### src/rtl/l15_req_arbiter_pkg.sv
// Shared types and constants for the L1.5 request arbiter.
// State encoding, bus-owner encoding and the L1.5 request/return type codes
// used by the arbiter and its clients.
package l15_req_arbiter_pkg;

    // Arbiter FSM states; encodings are visible on the arb_state debug port.
    typedef enum logic [1:0] {
        IDLE = 2'd0,
        REQ  = 2'd1,
        RESP = 2'd2
    } arb_state_t;

    // Which client currently owns the L1.5 request/response path.
    typedef enum logic {
        OWNER_I = 1'b0,
        OWNER_D = 1'b1
    } arb_owner_t;

    // L1.5 request types.
    localparam logic [4:0] L15_RQTYPE_LOAD  = 5'b00000;
    localparam logic [4:0] L15_RQTYPE_STORE = 5'b00001;
    localparam logic [4:0] L15_RQTYPE_IMISS = 5'b10000;

    // L1.5 return types.
    localparam logic [3:0] L15_RET_LOAD   = 4'b0000;
    localparam logic [3:0] L15_RET_IFILL  = 4'b0001;
    localparam logic [3:0] L15_RET_ST_ACK = 4'b0100;

    // True when the data client owns the bus.
    function automatic logic owner_is_data(input arb_owner_t owner);
        return owner == OWNER_D;
    endfunction

endpackage

### src/rtl/l15_req_arbiter_if.sv
// One client port of the L1.5 arbiter: request fields plus its private
// response strobes.
// Handshake: the client holds val and the request fields stable until the
// arbiter returns header_ack; dropping val before header_ack withdraws the
// request. After header_ack the client sees resp_val/ack only while it owns
// the bus, and raises req_ack to accept a resp_val beat.
interface l15_req_arbiter_if #(
    parameter int ADDR_W = 40,
    parameter int DATA_W = 64
) ();

    logic [4:0]        rqtype;
    logic [2:0]        size;
    logic [ADDR_W-1:0] address;
    logic [DATA_W-1:0] data;
    logic              val;
    logic              req_ack;
    logic              header_ack;
    logic              resp_val;
    logic              ack;

    // Client side: drives the request, receives the response strobes.
    modport master (
        output rqtype, size, address, data, val, req_ack,
        input  header_ack, resp_val, ack
    );

    // Arbiter side.
    modport slave (
        input  rqtype, size, address, data, val, req_ack,
        output header_ack, resp_val, ack
    );

endinterface

### src/rtl/l15_arb_fair_cnt.sv
// Streak counter for the L1.5 arbiter fairness option.
// Counts consecutive data grants made while the fetch client is waiting,
// saturating at STREAK_MAX; once saturated and fetch still waits, the next
// grant is forced to fetch. Any fetch grant clears the streak.
module l15_arb_fair_cnt #(
    parameter int STREAK_MAX = 4,
    parameter int CNT_W      = $clog2(STREAK_MAX + 1)
) (
    input  logic             clk,
    input  logic             nrst,
    input  logic             grant_d,
    input  logic             grant_i,
    input  logic             fetch_wait,
    output logic             force_fetch,
    output logic [CNT_W-1:0] streak
);

    localparam logic [CNT_W-1:0] STREAK_SAT = CNT_W'(STREAK_MAX);

    // Track consecutive data grants that left fetch waiting.
    always_ff @(posedge clk or negedge nrst) begin
        if (!nrst) begin
            streak <= '0;
        end else if (grant_i) begin
            streak <= '0;
        end else if (grant_d) begin
            if (!fetch_wait) begin
                streak <= '0;
            end else if (streak != STREAK_SAT) begin
                streak <= streak + 1'b1;
            end
        end
    end

    assign force_fetch = fetch_wait && (streak == STREAK_SAT);

endmodule

### src/rtl/l15_req_arbiter.sv
// L1.5 request arbiter: shares one L1.5 transducer port between a fetch
// client and a data client, one transaction at a time.
// IDLE picks an owner (data has priority), REQ forwards the owner's request
// until L1.5 header_ack, RESP forwards L1.5 response strobes to the owner
// until the response handshake completes.
// Build option: define L15_ARB_FAIRNESS_EN to let a waiting fetch win after
// STREAK_MAX consecutive data grants; otherwise data priority is fixed.
module l15_req_arbiter
    import l15_req_arbiter_pkg::*;
#(
    parameter int ADDR_W     = 40,
    parameter int DATA_W     = 64,
    parameter int STREAK_MAX = 4
) (
    input  logic                              clk,
    input  logic                              nrst,

    l15_req_arbiter_if.slave                  fetch,
    l15_req_arbiter_if.slave                  data,

    output logic [DATA_W-1:0]                 resp_data_0,
    output logic [DATA_W-1:0]                 resp_data_1,
    output logic [3:0]                        resp_returntype,

    output logic [4:0]                        transducer_l15_rqtype,
    output logic [2:0]                        transducer_l15_size,
    output logic [ADDR_W-1:0]                 transducer_l15_address,
    output logic [DATA_W-1:0]                 transducer_l15_data,
    output logic                              transducer_l15_val,
    output logic                              transducer_l15_req_ack,
    input  logic                              l15_transducer_ack,
    input  logic                              l15_transducer_header_ack,
    input  logic                              l15_transducer_val,
    input  logic [DATA_W-1:0]                 l15_transducer_data_0,
    input  logic [DATA_W-1:0]                 l15_transducer_data_1,
    input  logic [3:0]                        l15_transducer_returntype,

    output logic                              arb_busy,
    output logic                              arb_owner_d,
    output arb_state_t                        arb_state,
    output logic [$clog2(STREAK_MAX+1)-1:0]   arb_streak
);

    arb_state_t state_q, state_d;
    arb_owner_t owner_q, owner_d;
    logic       force_fetch;

    logic [4:0]        own_rqtype;
    logic [2:0]        own_size;
    logic [ADDR_W-1:0] own_address;
    logic [DATA_W-1:0] own_data;
    logic              own_val;
    logic              own_req_ack;

`ifdef L15_ARB_FAIRNESS_EN
    logic grant_d;
    logic grant_i;

    // A grant is the IDLE -> REQ transition; the new owner says which client.
    assign grant_d = (state_q == IDLE) && (state_d == REQ) && (owner_d == OWNER_D);
    assign grant_i = (state_q == IDLE) && (state_d == REQ) && (owner_d == OWNER_I);

    l15_arb_fair_cnt #(
        .STREAK_MAX (STREAK_MAX),
        .CNT_W      ($clog2(STREAK_MAX+1))
    ) u_fair_cnt (
        .clk         (clk),
        .nrst        (nrst),
        .grant_d     (grant_d),
        .grant_i     (grant_i),
        .fetch_wait  (fetch.val),
        .force_fetch (force_fetch),
        .streak      (arb_streak)
    );
`else
    // Fixed data priority: fetch is never forced and no streak is kept.
    assign force_fetch = 1'b0;
    assign arb_streak  = '0;
`endif

    // State and owner registers; reset abandons any transaction in flight.
    always_ff @(posedge clk or negedge nrst) begin
        if (!nrst) begin
            state_q <= IDLE;
            owner_q <= OWNER_I;
        end else begin
            state_q <= state_d;
            owner_q <= owner_d;
        end
    end

    // Next-state logic: grant in IDLE, wait for header_ack in REQ, wait for
    // the response handshake in RESP.
    always_comb begin
        state_d = state_q;
        owner_d = owner_q;
        case (state_q)
            IDLE: begin
                if (data.val && !force_fetch) begin
                    owner_d = OWNER_D;
                    state_d = REQ;
                end else if (fetch.val) begin
                    owner_d = OWNER_I;
                    state_d = REQ;
                end
            end
            REQ: begin
                if (!own_val) begin
                    state_d = IDLE;
                end else if (l15_transducer_header_ack) begin
                    state_d = RESP;
                end
            end
            RESP: begin
                if ((l15_transducer_val && own_req_ack) || l15_transducer_ack) begin
                    state_d = IDLE;
                end
            end
            default: begin
                state_d = IDLE;
            end
        endcase
    end

    // Select the owning client's request fields.
    always_comb begin
        own_rqtype  = fetch.rqtype;
        own_size    = fetch.size;
        own_address = fetch.address;
        own_data    = fetch.data;
        own_val     = fetch.val;
        own_req_ack = fetch.req_ack;
        if (owner_q == OWNER_D) begin
            own_rqtype  = data.rqtype;
            own_size    = data.size;
            own_address = data.address;
            own_data    = data.data;
            own_val     = data.val;
            own_req_ack = data.req_ack;
        end
    end

    // Drive the L1.5 request side only while a request is being presented.
    always_comb begin
        transducer_l15_rqtype  = '0;
        transducer_l15_size    = '0;
        transducer_l15_address = '0;
        transducer_l15_data    = '0;
        transducer_l15_val     = 1'b0;
        transducer_l15_req_ack = 1'b0;
        if (state_q == REQ) begin
            transducer_l15_rqtype  = own_rqtype;
            transducer_l15_size    = own_size;
            transducer_l15_address = own_address;
            transducer_l15_data    = own_data;
            transducer_l15_val     = own_val;
        end
        if (state_q == RESP) begin
            transducer_l15_req_ack = own_req_ack;
        end
    end

    // Route L1.5 strobes to the owner only; the other client always sees 0.
    always_comb begin
        fetch.header_ack = 1'b0;
        fetch.resp_val   = 1'b0;
        fetch.ack        = 1'b0;
        data.header_ack  = 1'b0;
        data.resp_val    = 1'b0;
        data.ack         = 1'b0;
        if (state_q == REQ) begin
            if (owner_q == OWNER_D) begin
                data.header_ack  = l15_transducer_header_ack;
            end else begin
                fetch.header_ack = l15_transducer_header_ack;
            end
        end
        if (state_q == RESP) begin
            if (owner_q == OWNER_D) begin
                data.resp_val  = l15_transducer_val;
                data.ack       = l15_transducer_ack;
            end else begin
                fetch.resp_val = l15_transducer_val;
                fetch.ack      = l15_transducer_ack;
            end
        end
    end

    // Shared response buses follow L1.5 directly but read as 0 while in reset.
    always_comb begin
        resp_data_0     = '0;
        resp_data_1     = '0;
        resp_returntype = '0;
        if (nrst) begin
            resp_data_0     = l15_transducer_data_0;
            resp_data_1     = l15_transducer_data_1;
            resp_returntype = l15_transducer_returntype;
        end
    end

    assign arb_busy    = (state_q != IDLE);
    assign arb_owner_d = owner_is_data(owner_q);
    assign arb_state   = state_q;

endmodule

### src/flat_wrapper.sv
// flat-port wrapper written by rule: the top's interface ports become plain ports
module l15_req_arbiter_flat import l15_req_arbiter_pkg::*;
#(
    parameter int ADDR_W     = 40,
    parameter int DATA_W     = 64,
    parameter int STREAK_MAX = 4
)
  (clk, nrst, resp_data_0, resp_data_1, resp_returntype, transducer_l15_rqtype, transducer_l15_size, transducer_l15_address, transducer_l15_data, transducer_l15_val, transducer_l15_req_ack, l15_transducer_ack, l15_transducer_header_ack, l15_transducer_val, l15_transducer_data_0, l15_transducer_data_1, l15_transducer_returntype, arb_busy, arb_owner_d, arb_state, arb_streak, fetch_rqtype, fetch_size, fetch_address, fetch_data, fetch_val, fetch_req_ack, fetch_header_ack, fetch_resp_val, fetch_ack, data_rqtype, data_size, data_address, data_data, data_val, data_req_ack, data_header_ack, data_resp_val, data_ack);
  l15_req_arbiter_if #(.ADDR_W(ADDR_W), .DATA_W(DATA_W)) fetch_i ();
  l15_req_arbiter_if #(.ADDR_W(ADDR_W), .DATA_W(DATA_W)) data_i ();
  input  logic clk;
  input  logic nrst;
  output logic [DATA_W-1:0] resp_data_0;
  output logic [DATA_W-1:0] resp_data_1;
  output logic [3:0] resp_returntype;
  output logic [4:0] transducer_l15_rqtype;
  output logic [2:0] transducer_l15_size;
  output logic [ADDR_W-1:0] transducer_l15_address;
  output logic [DATA_W-1:0] transducer_l15_data;
  output logic transducer_l15_val;
  output logic transducer_l15_req_ack;
  input  logic l15_transducer_ack;
  input  logic l15_transducer_header_ack;
  input  logic l15_transducer_val;
  input  logic [DATA_W-1:0] l15_transducer_data_0;
  input  logic [DATA_W-1:0] l15_transducer_data_1;
  input  logic [3:0] l15_transducer_returntype;
  output logic arb_busy;
  output logic arb_owner_d;
  output arb_state_t arb_state;
  output logic [$clog2(STREAK_MAX+1)-1:0] arb_streak;
  input wire logic [$bits(fetch_i.rqtype)-1:0] fetch_rqtype;
  input wire logic [$bits(fetch_i.size)-1:0] fetch_size;
  input wire logic [$bits(fetch_i.address)-1:0] fetch_address;
  input wire logic [$bits(fetch_i.data)-1:0] fetch_data;
  input wire logic [$bits(fetch_i.val)-1:0] fetch_val;
  input wire logic [$bits(fetch_i.req_ack)-1:0] fetch_req_ack;
  output wire logic [$bits(fetch_i.header_ack)-1:0] fetch_header_ack;
  output wire logic [$bits(fetch_i.resp_val)-1:0] fetch_resp_val;
  output wire logic [$bits(fetch_i.ack)-1:0] fetch_ack;
  input wire logic [$bits(data_i.rqtype)-1:0] data_rqtype;
  input wire logic [$bits(data_i.size)-1:0] data_size;
  input wire logic [$bits(data_i.address)-1:0] data_address;
  input wire logic [$bits(data_i.data)-1:0] data_data;
  input wire logic [$bits(data_i.val)-1:0] data_val;
  input wire logic [$bits(data_i.req_ack)-1:0] data_req_ack;
  output wire logic [$bits(data_i.header_ack)-1:0] data_header_ack;
  output wire logic [$bits(data_i.resp_val)-1:0] data_resp_val;
  output wire logic [$bits(data_i.ack)-1:0] data_ack;
  assign fetch_i.rqtype = fetch_rqtype;
  assign fetch_i.size = fetch_size;
  assign fetch_i.address = fetch_address;
  assign fetch_i.data = fetch_data;
  assign fetch_i.val = fetch_val;
  assign fetch_i.req_ack = fetch_req_ack;
  assign fetch_header_ack = fetch_i.header_ack;
  assign fetch_resp_val = fetch_i.resp_val;
  assign fetch_ack = fetch_i.ack;
  assign data_i.rqtype = data_rqtype;
  assign data_i.size = data_size;
  assign data_i.address = data_address;
  assign data_i.data = data_data;
  assign data_i.val = data_val;
  assign data_i.req_ack = data_req_ack;
  assign data_header_ack = data_i.header_ack;
  assign data_resp_val = data_i.resp_val;
  assign data_ack = data_i.ack;
  l15_req_arbiter #(.ADDR_W(ADDR_W), .DATA_W(DATA_W), .STREAK_MAX(STREAK_MAX)) u_core (.clk(clk), .nrst(nrst), .fetch(fetch_i), .data(data_i), .resp_data_0(resp_data_0), .resp_data_1(resp_data_1), .resp_returntype(resp_returntype), .transducer_l15_rqtype(transducer_l15_rqtype), .transducer_l15_size(transducer_l15_size), .transducer_l15_address(transducer_l15_address), .transducer_l15_data(transducer_l15_data), .transducer_l15_val(transducer_l15_val), .transducer_l15_req_ack(transducer_l15_req_ack), .l15_transducer_ack(l15_transducer_ack), .l15_transducer_header_ack(l15_transducer_header_ack), .l15_transducer_val(l15_transducer_val), .l15_transducer_data_0(l15_transducer_data_0), .l15_transducer_data_1(l15_transducer_data_1), .l15_transducer_returntype(l15_transducer_returntype), .arb_busy(arb_busy), .arb_owner_d(arb_owner_d), .arb_state(arb_state), .arb_streak(arb_streak));
endmodule
### config.mk
export PLATFORM = sky130hd
export DESIGN_NAME = l15_req_arbiter_flat
export DESIGN_NICKNAME = d
export VERILOG_FILES = /design/src/rtl/l15_req_arbiter_pkg.sv /design/src/rtl/l15_req_arbiter_if.sv /design/src/rtl/l15_arb_fair_cnt.sv /design/src/rtl/l15_req_arbiter.sv /design/src/flat_wrapper.sv
export SDC_FILE = /design/constraint.sdc
export NUM_CORES = 1
export LEC_CHECK = 0
export ABC_AREA = 1
export BUFFER_PORTS_ARGS = -buffer_cell sky130_fd_sc_hd__clkbuf_2
export CAP_MARGIN = 20
export CORE_AREA = 10 10 232 234
export CTS_CLUSTER_DIAMETER = 30
export DETAILED_ROUTE_END_ITERATION = 10
export DIE_AREA = 0 0 242 244
export PLACE_DENSITY = 0.37
export SYNTH_ARGS = -nofsm -noshare
export SYNTH_HDL_FRONTEND = slang
export SYNTH_SLANG_ARGS = --single-unit
### constraint.sdc
create_clock -name clk -period 1.6 [get_ports clk]
set_clock_uncertainty 0.05 [all_clocks]
set_input_delay 0.32 -clock clk [delete_from_list [all_inputs] [get_ports clk]]
set_output_delay 0.32 -clock clk [all_outputs]
set_load 0.01 [all_outputs]
Word-level counts from Yosys, hierarchy flattened --
Index checks and enable logic that the tools add are counted.
Storage, ports and cells: bits in registers 3, bits of input ports 365, output and inout port bits 259, logic and storage cells 49
Operators by class: eq/ne operators 5, mux-type cells 35, reduce and logical (&&, ||, !) cells 7
Operator list (number):
- 64-bit 2-to-1 mux | 4
- 40-bit 2-to-1 mux | 2
- 1-bit 2-to-1 mux | 18
- 2-bit 2-to-1 mux | 5
- 5-bit 2-to-1 mux | 2
- 3-bit 2-to-1 mux | 2
- 3-bit inequality test, second input constant | 2
- 2-bit one-hot mux with 3 select lines | 1
- 4-bit 2-to-1 mux | 1
- 2-bit nonzero test | 2
- 3-bit AND reduction | 1
- 2-bit by 1-bit equality test with 1-bit output, second input constant | 1
- 2-bit equality test, second input constant | 1
- 2-bit logical NOT | 1
- 2-bit by 1-bit inequality test with 1-bit output, second input constant | 1
- 2-bit AND reduction | 1
- 1-bit logical AND | 1
- 1-bit logical OR | 1

Depth between registers and ports, before layout --
depth in word-level cells 5, gate-level depth with buffers 6, gate-level depth less buffers 5

Worst setup path after synthesis --
OpenSTA, ideal clock, no wires.
path type reg2out, start point register u_core.state_q[1] (netlist: u_core.arb_state[1]), end point output transducer_l15_data[13], arrival time 1.116 ns, required time 1.230 ns, path slack 0.114 ns, stages on the path, launching flop included 6, buffers on the path 2, path through dfrtp_1 -> inv_1 -> nand2_2 -> buf_4 -> buf_2 -> a21oi_1
On the way: longest elaborated chain between the ends 2
Ends and longest elaborated chain:
- start: declaration | line l15_req_arbiter.sv:44 | arb_state_t state_q, state_d;
- start signal: assignment | line l15_req_arbiter.sv:87 | state_q <= state_d;
- 2-bit by 1-bit equality test with 1-bit output | line l15_req_arbiter.sv:151 | if (state_q == REQ) begin
- 64-bit 2-to-1 mux | line l15_req_arbiter.sv:151
- end: declaration | line flat_wrapper.sv:19 | output logic [DATA_W-1:0] transducer_l15_data;
No other way between the ends.

Worst setup path after layout --
start point register u_core.owner_q (netlist: u_core.arb_owner_d), end point output transducer_l15_data[5]
On the way: longest elaborated chain between the ends 2
Ends and longest elaborated chain:
- start: declaration | line l15_req_arbiter.sv:45 | arb_owner_t owner_q, owner_d;
- start signal: assignment | line l15_req_arbiter.sv:88 | owner_q <= owner_d;
- 64-bit 2-to-1 mux | line l15_req_arbiter.sv:133 | if (owner_q == OWNER_D) begin
- 64-bit 2-to-1 mux | line l15_req_arbiter.sv:151
No other way between the ends.

==> out/metrics.cfg <==
[run_status]
status = complete, but fails checks
violations = negative setup slack

[final_layout]
drive_gt1_share_pct = 59.6
finalNonFillerCells = 2009
post-route-util_pct = 17.3
nNetsFinal = 1701
area_delta_synth_final_pct = 191

[floorplanning]
coreArea_sq_mm = 0.0495
die_area_sq_mm = 0.0590
fp.dieH_um = 244
die_w_um = 242
row_count = 82
start_util_pct = 5.94
io_pins = 624

[pwr]
switching_share_pct = 53.4
p_clk_share_pct = 3.3
seqPwrFrac_pct = 1.6
p_comb_share_pct = 95.0
vdd.ir_drop.worst_v = 0.000457
switching_power_mw = 6.37
p_leak_nw = 5.58
power_density_mw_per_mm2 = 1390
intPower_mw = 5.55

[flow_run]
drv_cap = 0

[sta]
worst_slack_ns = -0.333
hold_violations = 0
final.setup.tns_ns = -32.18
period_share_pct = 121
setup_violations = 121
finalMaxSlewViolations = 0
period_needed_ns = 1.93
rsz0062_at_grt = true
max_freq_mhz = 517

[clock_tree]
cts_buffers = 3
numClockSinks = 3
root_buffer = clkbuf_16
clock_path_buffers = 2
cts_tree = yes
cts.clk_slew.worst_paths_ns = 0.03
htreeDepth = 1
clock_latency_ns = 0.22

[place]
port_buffers = 620
dp.cells = 1975
place_congestion = 0.905
hpwl_mm = 32.7
pre_cts_ws_ns = -0.437

[global_route]
grt_pass1_vias = 7002
grt_max_degree = 43
grtUsageTotal_pct = 11.6
grt_pass1_wl_mm = 50.9
antenna_found_initial = 7
grt-ovfl-total = 0

[route]
drc = 0
vias = 6813
viasPerCell = 3.39
antenna_left = 0
drt_pass1_iterations = 4
wire_per_inst_um = 20.1
drt_iter0_markers = 272
routed_wl_mm = 40.4

[critical_path]
r2r_start = u_core.arb_owner_d
cp_data_required_time_ns = 1.23
cp-start-kind = flip-flop
critPathCaptureType = output pin
criticalPathCategory = flip-flop to output pin
worstPathArrival_ns = 1.56
crit_fanout = 7
cp-startpoint = u_core.arb_owner_d

[synthesis]
ys_ff_latch = 3
postSynthCellCount = 696
yosysSeqAreaShare_pct = 2.56
synth_warnings = 0
avgSynthCellArea_sq_um = 4.22
synth_cell_types = 17
synth_area_sq_mm = 0.00294

[min_path]
min_path_type = input port to asynchronous set/reset pin

-- what timing repair did --
item / CTS / global route
resized for setup: 82 / 190
cloned: 4 / 17
setup buffers: 1 / 7
setup endpoints to repair: 122 / 126
pin swaps: 1 / 12
hold buffers: 0 / 0
-- state kept, by name, summed over array words and instances, names as in the netlist --
name,cells
u_core.arb_state,2
u_core.arb_owner_d,1
-- kinds of logic after synthesis --
logic type / share of synthesized area (%)
buf+inv: 28.5
other cells: 0.128
simple gates: 49.3
flops: 2.56
compound gates: 19.6
-- cells in the mapped netlist (all sizes together) --
library cell / number / share of area (%)
nand2: 371 / 48
inv: 141 / 18
a21oi: 113 / 19
buf: 45 / 9.2
clkbuf: 10 / 1.3
nor3: 6 / 1.0
dfrtp: 3 / 2.6
nor2: 3 / 0.38
conb: 1 / 0.13
nand3: 1 / 0.17
nand4: 1 / 0.21
o21ai: 1 / 0.17
-- critical path: stages, from the launching register on --
cell and delay [ns]:
dfrtp_4 0.53, clkinv_8 0.13, buf_12 0.15, buf_12 0.13, nand2_2 0.05, a21oi_2 0.17, buf_2 0.17
-- through the flow --
step           hold WS, ns  power (mW)  instance area [sq um]
4_1_cts              0.209        10.0                   7680
3_5_place_dp         0.444        8.19                   7140
3_3_place_gp         0.438        8.19                   7140
6_report             0.200        11.9                   8550
5_1_grt              0.228        12.8                   8540
2_1_floorplan      -0.0256        3.82                   2940
-- final cells by class --
| cell class | count | area, sq um |
|---|---|---|
| Fill cell | 5816 | 40900 |
| Timing Repair Buffer | 688 | 4550 |
| Multi-Input combinational cell | 499 | 2450 |
| Tap cell | 672 | 841 |
| Inverter | 141 | 542 |
| Sequential cell | 3 | 80.1 |
| Clock buffer | 4 | 78.8 |
| Antenna cell | 2 | 5.00 |
-- cells in the final DEF (no fill, tap or decap) --
cell         n
clkbuf_2   517
nand2_1    335
inv_1      138
buf_2       75
a21oi_1     55
a21oi_2     51
nand2_2     32
buf_4       22
clkbuf_16   19
buf_6       15
buf_12      15
buf_16      10
clkbuf_8     8
a21oi_4      7
buf_8        6
nor3_2       5
nand2_4      3
conb_1       3
diode_2      2
inv_2        2
nor2_1       2
bufbuf_16    2
clkbuf_4     2
nor2_4       1
clkinv_8     1
nand2_8      1
nor3_1       1
o21ai_0      1
nand4_1      1
nand3_1      1
clkbuf_1     1
dfrtp_4      1
dfrtp_2      1
dfrtp_1      1
-- path summary, 6_finish.rpt --
check | to | slack [ns] | depth (start not counted)
max | transducer_l15_data[5] | -0.33 | 6
max reg2reg | u_core.arb_state[1] | 0.08 | 7
max in group asynchronous | u_core.arb_state[0] | 1.18 | 3
min | u_core.arb_state[1] | 0.20 | 3
min in group clk | u_core.arb_owner_d | 0.31 | 3
min reg2reg | u_core.arb_state[1] | 0.67 | 4
-- power by group through the flow --
stage,clock [mW],sequential [mW],combinational (mW)
floorplan,0,0.160,3.66
CTS,0.406,0.178,9.44
finish,0.396,0.197,11.3
global placement,0,0.171,8.02
global route,0.410,0.202,12.2
detailed placement,0,0.173,8.02
-- metal layers --
| layer | GRT usage [%] | share of wire, % | vias to the layer above |
|---|---|---|---|
| met5 | 0 | 0.20 | - |
| met3 | 4.49 | 9.3 | 20 |
| met1 | 12.7 | 39 | 3056 |
| li1 | - | - | 3308 |
| met4 | 1.74 | 0.94 | 12 |
| met2 | 21.4 | 51 | 417 |
(Power assumes the default switching activity.)
